File: config.mk
export PLATFORM = sky130hd
export DESIGN_NAME = alu_seq
export DESIGN_NICKNAME = d
export VERILOG_FILES = /design/src/rtl/alu_seq.sv
export SDC_FILE = /design/constraint.sdc
export NUM_CORES = 1
export LEC_CHECK = 0
export BUFFER_PORTS_ARGS = -buffer_cell sky130_fd_sc_hd__buf_4
export CAP_MARGIN = 10
export CORE_MARGIN = 2
export CORE_UTILIZATION = 51
export DETAILED_ROUTE_END_ITERATION = 10
export HOLD_SLACK_MARGIN = 0.12
export PLACE_DENSITY_LB_ADDON = 0.12
export REMOVE_ABC_BUFFERS = 1
export SLEW_MARGIN = 10
export SYNTH_ARGS = -nofsm -noshare
export SYNTH_HDL_FRONTEND = slang
export SYNTH_SLANG_ARGS = --single-unit
File: constraint.sdc
create_clock -name clk -period 7.5 [get_ports clk]
set_clock_uncertainty 0.05 [all_clocks]
set_input_delay 1.5 -clock clk [delete_from_list [all_inputs] [get_ports clk]]
set_output_delay 1.5 -clock clk [all_outputs]
set_load 0.02 [all_outputs]
File: src/rtl/alu_seq.sv
// Registered, handshaked ALU: logic, add/sub, shifts in one cycle and an
// iterative shift-add multiply, with Z/C/V/N flags and illegal-opcode error.
module alu_seq #(
  parameter int WIDTH = 8,
  parameter int SHW   = $clog2(WIDTH)
) (
  input  logic             clk,
  input  logic             rst,
  input  logic             in_valid,
  output logic             in_ready,
  input  logic [3:0]       op,
  input  logic [WIDTH-1:0] a,
  input  logic [WIDTH-1:0] b,
  output logic             out_valid,
  input  logic             out_ready,
  output logic [WIDTH-1:0] result,
  output logic             flag_z,
  output logic             flag_c,
  output logic             flag_v,
  output logic             flag_n,
  output logic             out_err
);

  typedef enum logic [1:0] {
    S_IDLE = 2'd0,
    S_BUSY = 2'd1,
    S_HOLD = 2'd2
  } state_t;

  localparam logic [WIDTH:0] ONE_EXT  = {{WIDTH{1'b0}}, 1'b1};
  localparam logic [SHW:0]   CNT_ONE  = {{SHW{1'b0}}, 1'b1};
  localparam logic [SHW:0]   CNT_LAST = (SHW+1)'(WIDTH);
  localparam logic [3:0]     OP_MUL   = 4'd9;

  state_t                 state_q, state_d;
  logic [2*WIDTH-1:0]     mcand_q, mcand_d;
  logic [2*WIDTH-1:0]     acc_q, acc_d;
  logic [WIDTH-1:0]       mplier_q, mplier_d;
  logic [SHW:0]           cnt_q, cnt_d;
  logic [WIDTH-1:0]       result_q, result_d;
  logic                   z_q, z_d, c_q, c_d, v_q, v_d, n_q, n_d, err_q, err_d;
  logic                   out_valid_q, out_valid_d, in_ready_q, in_ready_d;

  logic [SHW-1:0]         sh_s;
  logic [WIDTH:0]         ext_s;
  logic [WIDTH-1:0]       alu_res_s;
  logic                   alu_c_s, alu_v_s, alu_err_s;

  // Single-cycle datapath, evaluated on the live operands at accept time.
  always_comb begin
    sh_s      = b[SHW-1:0];
    ext_s     = '0;
    alu_res_s = '0;
    alu_c_s   = 1'b0;
    alu_v_s   = 1'b0;
    alu_err_s = 1'b0;
    case (op)
      4'd0: alu_res_s = a & b;
      4'd1: alu_res_s = a | b;
      4'd2: alu_res_s = a ^ b;
      4'd3: alu_res_s = ~a;
      4'd4: begin
        ext_s     = {1'b0, a} + {1'b0, b};
        alu_res_s = ext_s[WIDTH-1:0];
        alu_c_s   = ext_s[WIDTH];
        alu_v_s   = (a[WIDTH-1] == b[WIDTH-1]) && (ext_s[WIDTH-1] != a[WIDTH-1]);
      end
      4'd5: begin
        ext_s     = {1'b0, a} + {1'b0, ~b} + ONE_EXT;
        alu_res_s = ext_s[WIDTH-1:0];
        alu_c_s   = ext_s[WIDTH];
        alu_v_s   = (a[WIDTH-1] != b[WIDTH-1]) && (ext_s[WIDTH-1] != a[WIDTH-1]);
      end
      4'd6: begin
        ext_s     = {1'b0, a} << sh_s;
        alu_res_s = ext_s[WIDTH-1:0];
        alu_c_s   = ext_s[WIDTH];
      end
      4'd7: begin
        ext_s     = {a, 1'b0} >> sh_s;
        alu_res_s = ext_s[WIDTH:1];
        alu_c_s   = ext_s[0];
      end
      4'd8: begin
        ext_s     = $unsigned($signed({a, 1'b0}) >>> sh_s);
        alu_res_s = ext_s[WIDTH:1];
        alu_c_s   = ext_s[0];
      end
      4'd9:    alu_res_s = '0;
      default: alu_err_s = 1'b1;
    endcase
  end

  // Next-state and output-register logic for IDLE/BUSY/HOLD.
  always_comb begin
    state_d     = state_q;
    mcand_d     = mcand_q;
    acc_d       = acc_q;
    mplier_d    = mplier_q;
    cnt_d       = cnt_q;
    result_d    = result_q;
    z_d         = z_q;
    c_d         = c_q;
    v_d         = v_q;
    n_d         = n_q;
    err_d       = err_q;
    out_valid_d = out_valid_q;
    in_ready_d  = in_ready_q;
    case (state_q)
      S_IDLE: begin
        if (in_valid && (op == OP_MUL)) begin
          state_d    = S_BUSY;
          mcand_d    = {{WIDTH{1'b0}}, a};
          mplier_d   = b;
          acc_d      = '0;
          cnt_d      = '0;
          in_ready_d = 1'b0;
        end else if (in_valid) begin
          state_d     = S_HOLD;
          result_d    = alu_res_s;
          c_d         = alu_c_s;
          v_d         = alu_v_s;
          z_d         = !alu_err_s && (alu_res_s == '0);
          n_d         = alu_res_s[WIDTH-1];
          err_d       = alu_err_s;
          out_valid_d = 1'b1;
          in_ready_d  = 1'b0;
        end else begin
          state_d = S_IDLE;
        end
      end
      // WIDTH shift-add steps, then one edge to publish the product and flags.
      S_BUSY: begin
        if (cnt_q == CNT_LAST) begin
          state_d     = S_HOLD;
          result_d    = acc_q[WIDTH-1:0];
          c_d         = |acc_q[2*WIDTH-1:WIDTH];
          v_d         = |acc_q[2*WIDTH-1:WIDTH];
          z_d         = (acc_q[WIDTH-1:0] == '0);
          n_d         = acc_q[WIDTH-1];
          err_d       = 1'b0;
          out_valid_d = 1'b1;
        end else begin
          acc_d    = mplier_q[0] ? (acc_q + mcand_q) : acc_q;
          mcand_d  = mcand_q << 1;
          mplier_d = mplier_q >> 1;
          cnt_d    = cnt_q + CNT_ONE;
        end
      end
      S_HOLD: begin
        if (out_ready) begin
          state_d     = S_IDLE;
          out_valid_d = 1'b0;
          in_ready_d  = 1'b1;
        end else begin
          state_d = S_HOLD;
        end
      end
      default: begin
        state_d     = S_IDLE;
        out_valid_d = 1'b0;
        in_ready_d  = 1'b1;
      end
    endcase
  end

  // State and output registers with synchronous reset.
  always_ff @(posedge clk) begin
    if (rst) begin
      state_q     <= S_IDLE;
      mcand_q     <= '0;
      acc_q       <= '0;
      mplier_q    <= '0;
      cnt_q       <= '0;
      result_q    <= '0;
      z_q         <= 1'b0;
      c_q         <= 1'b0;
      v_q         <= 1'b0;
      n_q         <= 1'b0;
      err_q       <= 1'b0;
      out_valid_q <= 1'b0;
      in_ready_q  <= 1'b1;
    end else begin
      state_q     <= state_d;
      mcand_q     <= mcand_d;
      acc_q       <= acc_d;
      mplier_q    <= mplier_d;
      cnt_q       <= cnt_d;
      result_q    <= result_d;
      z_q         <= z_d;
      c_q         <= c_d;
      v_q         <= v_d;
      n_q         <= n_d;
      err_q       <= err_d;
      out_valid_q <= out_valid_d;
      in_ready_q  <= in_ready_d;
    end
  end

  assign in_ready  = in_ready_q;
  assign out_valid = out_valid_q;
  assign result    = result_q;
  assign flag_z    = z_q;
  assign flag_c    = c_q;
  assign flag_v    = v_q;
  assign flag_n    = n_q;
  assign out_err   = err_q;

endmodule
## Word level (Yosys, flattened, before mapping)

Index checks and enable logic that the tools add are counted.

| word-level totals | value |
|---|---|
| bits in registers | 61 |
| output and inout bits | 15 |

| operators by class | value |
|---|---|
| add/subtract/negate cells | 5 |
| equal/unequal tests | 24 |
| shift operators | 3 |
| multiplexer cells | 54 |
| bitwise logic cells | 6 |
| reduce and logical (&&, ||, !) cells | 16 |

Operators by type and width:

| cell | number |
|---|---|
| two-way mux 16 bit | 5 |
| case mux 8 bit (9 select lines) | 1 |
| case mux 16 bit (2 select lines) | 2 |
| two-way mux 8 bit | 5 |
| case mux 8 bit (2 select lines) | 2 |
| two-way mux 1 bit | 22 |
| adder 8 x 8 -> 9 bit | 2 |
| adder 16 bit | 1 |
| == test 4 x 3 -> 1 bit (second input constant) | 4 |
| zero test 8 bit | 2 |
| NOT 8 bit | 2 |
| != test 2 bit (second input constant) | 7 |
| == test 4 bit (second input constant) | 3 |
| case mux 1 bit (2 select lines) | 6 |
| AND reduction 4 bit | 3 |
| OR reduction 10 bit | 1 |
| adder 9 x 1 -> 9 bit (second input constant) | 1 |
| left shift 8 x 3 -> 9 bit | 1 |
| >> shifter 9 x 3 -> 9 bit | 1 |
| >>> shifter 9 x 3 -> 9 bit | 1 |
| AND 8 bit | 1 |
| == test 4 x 2 -> 1 bit (second input constant) | 2 |
| two-way mux 2 bit | 4 |
| two-way mux 4 bit | 2 |
| 20 further kinds | 27 |

## Depth between registers and ports, before layout

| logic depth | value |
|---|---|
| depth after elaboration | 9 |
| mapped depth | 13 |
| depth with buffers taken out | 11 |

## Worst setup path before layout

No wires, ideal clock.

| path | value |
|---|---|
| path type | input to register |
| start point | input port b[1] |
| end point | register z_q, in the netlist flag_z |
| library setup time | 88 ps |
| arrival time | 4327 ps |
| required time | 7362 ps |
| path slack | 3035 ps |
| cell stages on the path | 12 |
| path buffers | 2 |
| path through | clkbuf_1 -> inv_1 -> clkbuf_1 -> ha_1 -> a21oi_1 -> o21ai_0 -> mux2i_1 -> xnor2_1 -> a211o_1 -> or4_1 -> or4_1 -> a311oi_2 |

| between the ends | value |
|---|---|
| cells in the longest elaborated chain, start to end | 9 |

RTL lines:

| element | RTL line | text |
|---|---|---|
| start, declared | 13 | `input logic [WIDTH-1:0] b,` |
| NOT 8 bit | 69 | `ext_s = {1'b0, a} + {1'b0, ~b} + ONE_EXT;` |
| adder 8 x 8 -> 9 bit | 69 |  |
| adder 9 x 1 -> 9 bit | 69 |  |
| case mux 8 bit (9 select lines) * | 57 | `case (op)` |
| zero test 8 bit * | 123 | `z_d = !alu_err_s && (alu_res_s == '0);` |
| logical AND 1 bit * | 123 |  |
| two-way mux 1 bit * | 118 | `end else if (in_valid) begin` |
| two-way mux 1 bit * | 111 | `if (in_valid && (op == OP_MUL)) begin` |
| case mux 1 bit (2 select lines) * | 109 | `case (state_q)` |
| end signal, assigned | 190 | `z_q <= z_d;` |
| end, declared | 41 | `logic z_q, z_d, c_q, c_d, v_q, v_d, n_q, n_d, err_q, err_d;` |

Mark *: on every way between the ends. The rest lies on a longest branch, timed or not. The select of a mux whose other input is x is not followed.
A chain may end at the register's enable or synchronous reset.

## Final worst setup path

Ends and elaborated chain as after synthesis.

==> impl_metrics.sql <==
INSERT INTO impl_metrics (metric_group, metric, value, unit) VALUES
('place', 'place_worst_setup_slack', '2.79', 'ns'),
('outcome', 'outcome', 'finished clean', ''),
('place', 'dp.cells', '754', ''),
('timing', 'final_setup_fails', '0', ''),
('power', 'totalPowerFinal', '855', 'uW'),
('yosys', 'ys_ff_latch', '60', ''),
('cts', 'clockRootBuffer', 'clkbuf_8', ''),
('yosys', 'postSynthAreaPerCell', '7.85', 'um2'),
('floorplan', 'core', '9280', 'um2'),
('yosys', 'asyncSetResetFlopFracSynth', '0', ''),
('timing', 'finalHoldWorstSlack', '0.408', 'ns'),
('global_routing', 'grt_first_pass_wirelength', '22200', 'um'),
('timing', 'highest_clock_rate', '226', 'MHz'),
('job', 'maxCapViolations', '0', ''),
('critical_path', 'timing.critical_path.from', 'b[1]', ''),
('timing', 'final-hold-violation-count', '0', ''),
('power', 'intPower', '599', 'uW'),
('power', 'pwr-share-seq', '0.393', ''),
('routing', 'vias', '4764', ''),
('yosys', 'synthesis.area', '4920', 'um2'),
('routing', 'drt_wl_total', '13800', 'um'),
('global_routing', 'grt_antenna_before_repair', '0', ''),
('cts', 'clock_latency', '0.35', 'ns'),
('cts', 'postCtsResizedCells', '0', ''),
('yosys', 'postSynthCellCount', '626', ''),
('floorplan', 'die_h', '102', 'um'),
('routing', 'routed_wl_per_cell', '18.0', 'um'),
('critical_path', 'rr_startpoint', 'acc_q[1]$_SDFFE_PP0P_', ''),
('timing', 'relSlewSlack', '0.278', ''),
('floorplan', 'ioPinCount', '39', ''),
('yosys', 'ys.warnings.count', '0', ''),
('yosys', 'synthMostInstantiatedCell', 'nand2_1', ''),
('finish', 'fillerInstances', '887', ''),
('routing', 'drcViolationCount', '0', ''),
('routing', 'ant_nets', '0', ''),
('critical_path', 'worstSetupStartpointType', 'input port', ''),
('finish', 'synthToLayoutAreaGrowth', '10.5', '%'),
('yosys', 'synth_top_area_share', '0.244', ''),
('timing', 'post-route-min-period', '4.42', 'ns'),
('timing', 'finalCritPeriodShare', '0.589', ''),
('finish', 'proportion_of_layout_cells_with_a_drive_suffix_above_1', '0.131', ''),
('floorplan', 'floorplan.initialDensity', '0.530', ''),
('place', 'half_perimeter_wire_length_after_detailed_placement', '10100', 'um'),
('timing', 'final.setup.tns', '0', 'ns'),
('critical_path', 'timing.critical_path.to', 'flag_z$_SDFFE_PP0P_', ''),
('critical_path', 'crit_fanout', '19', ''),
('global_routing', 'grt_pass1_vias', '4269', ''),
('cts', 'cts_buffers', '9', ''),
('place', 'finalWeightedCongestion', '0.972', ''),
('cts', 'cts.repair_timing.setup_buffer_count', '0', ''),
('power', 'power.share.combinational', '0.224', ''),
('timing', 'report.final.slew_viol_count', '0', ''),
('finish', 'layout.nets', '705', ''),
('yosys', 'list_of_most_frequent_post_synthesis_cells', '73 x nand2_1, 61 x a21oi_1, 60 x dfxtp_1, 55 x nor2_1, 42 x ha_1', ''),
('global_routing', 'grt_overflow', '0', ''),
('power', 'power.leakage', '2.24', 'nW'),
('timing', 'rsz0062_at_grt', 'no', ''),
('critical_path', 'critPathArrivalTime', '4.64', 'ns'),
('critical_path', 'r2r.worst_path.cells', '9', ''),
('floorplan', 'placementRows', '35', ''),
('hold_path', 'holdCritPathClass', 'reg2reg', ''),
('floorplan', 'die_area', '10400', 'um2'),
('power', 'power.density', '157', 'nW/um2'),
('cts', 'cts_hold_repair.buffers', '0', ''),
('yosys', 'synth_ff_type', 'dfxtp_1', ''),
('cts', 'clkSlewWorstSetupHoldPaths', '0.07', 'ns'),
('critical_path', 'required', '7.72', 'ns'),
('power', 'power.share.switching', '0.299', ''),
('yosys', 'synth.largest_area_cell', 'dfxtp_1', ''),
('critical_path', 'r2r_slack', '4.50', 'ns'),
('routing', 'drtIter0Drc', '318', '');
==> per-layer routing <==
| layer | track usage | wire length (um) |
|---|---|---|
| met1 | 0.400 | 6540 |
| met4 | 0.0738 | 218 |
| met3 | 0.0705 | 1100 |
| met5 | 0 | 0 |
| met2 | 0.403 | 5970 |
==> critical path, cell delays in order <==
cell and delay (ns):
buf_4 0.19, inv_1 0.40, ha_1 0.35, o21bai_1 0.25
a21oi_1 0.12, mux2i_1 0.16, xnor2_1 0.09, a211o_1 0.35
or4_1 0.49, or4_1 0.50, a311oi_2 0.23
==> worst min-delay path by stage <==
stage	start	to	slack (ns)	cells after the start
after floorplan	mcand_q[15]$_SDFFE_PP0P_	mcand_q[15]$_SDFFE_PP0P_	0.38	2
after global placement	result[4]$_SDFFE_PP0P_	result[4]$_SDFFE_PP0P_	0.39	2
after detailed placement	mcand_q[15]$_SDFFE_PP0P_	mcand_q[15]$_SDFFE_PP0P_	0.40	2
after CTS	mcand_q[15]$_SDFFE_PP0P_	mcand_q[15]$_SDFFE_PP0P_	0.41	2
after global routing	result[1]$_SDFFE_PP0P_	result[1]$_SDFFE_PP0P_	0.43	2
final	mcand_q[15]$_SDFFE_PP0P_	mcand_q[15]$_SDFFE_PP0P_	0.41	2
==> cells by family after synthesis <==
logic type               count (synthesis)  synth area share
flip-flops                              60             0.244
multiplexers                            23            0.0837
AND/OR/NAND/NOR                        210             0.200
XOR/XNOR                                21            0.0374
buffers and inverters                   86            0.0705
adder cells (fa/ha/maj)                 45             0.119
AO/OA/AOI/OAI                          181             0.245
==> layout make-up <==
| class | instances | area (um2) | share of cell area |
|---|---|---|---|
| clock buffers | 11 | 141 | 0.0260 |
| clock inverters | 5 | 75.1 | 0.0138 |
| inverters | 42 | 158 | 0.0290 |
| multi-input cells | 480 | 3370 | 0.621 |
| flip-flops and latches | 60 | 1200 | 0.221 |
| well taps | 129 | 161 | 0.0297 |
| repair buffers | 43 | 323 | 0.0594 |
==> metrics by stage <==
| step | util | area, um2 |
|---|---|---|
| final | 0.585 | 5430 |
| after global routing | 0.585 | 5430 |
| after CTS | 0.585 | 5430 |
| after floorplan | - | 4730 |
| after detailed placement | 0.562 | 5220 |
| after global placement | 0.562 | 5220 |
==> layout by cell type (no fill, tap or decap), types with 7 or more instances in the layout <==
master | netlist | final
a211oi_1 | 8 | 8
a21o_1 | 7 | 7
a21oi_1 | 61 | 61
a22oi_1 | 13 | 13
a311oi_1 | 14 | 14
buf_4 | 2 | 43
clkbuf_8 | 0 | 10
dfxtp_1 | 60 | 60
ha_1 | 42 | 42
inv_1 | 41 | 41
mux2i_1 | 7 | 7
mux4_2 | 13 | 13
nand2_1 | 73 | 73
nand3_1 | 23 | 23
nor2_1 | 55 | 54
nor3_1 | 14 | 14
nor4_1 | 8 | 8
o21ai_0 | 22 | 21
o221ai_1 | 8 | 8
xnor2_1 | 17 | 17
==> state kept, by name, summed over array words and instances (netlist names) <==
| signal | flops |
|---|---|
| acc_q | 16 |
| mcand_q | 16 |
| mplier_q | 8 |
| result | 7 |
| cnt_q | 4 |
| state_q | 2 |
| flag_c | 1 |
| flag_n | 1 |
| flag_v | 1 |
| flag_z | 1 |
| in_ready | 1 |
| out_err | 1 |
| out_valid | 1 |
==> power groups by stage <==
stage	Sequential (mW)	Combinational (mW)	Clock, mW
floorplan	0.348	0.107	0
global placement	0.343	0.185	0
detailed placement	0.343	0.187	0
CTS	0.336	0.188	0.331
global route	0.337	0.209	0.345
finish	0.336	0.192	0.327
No activity file was read; power rests on OpenSTA's default activity.
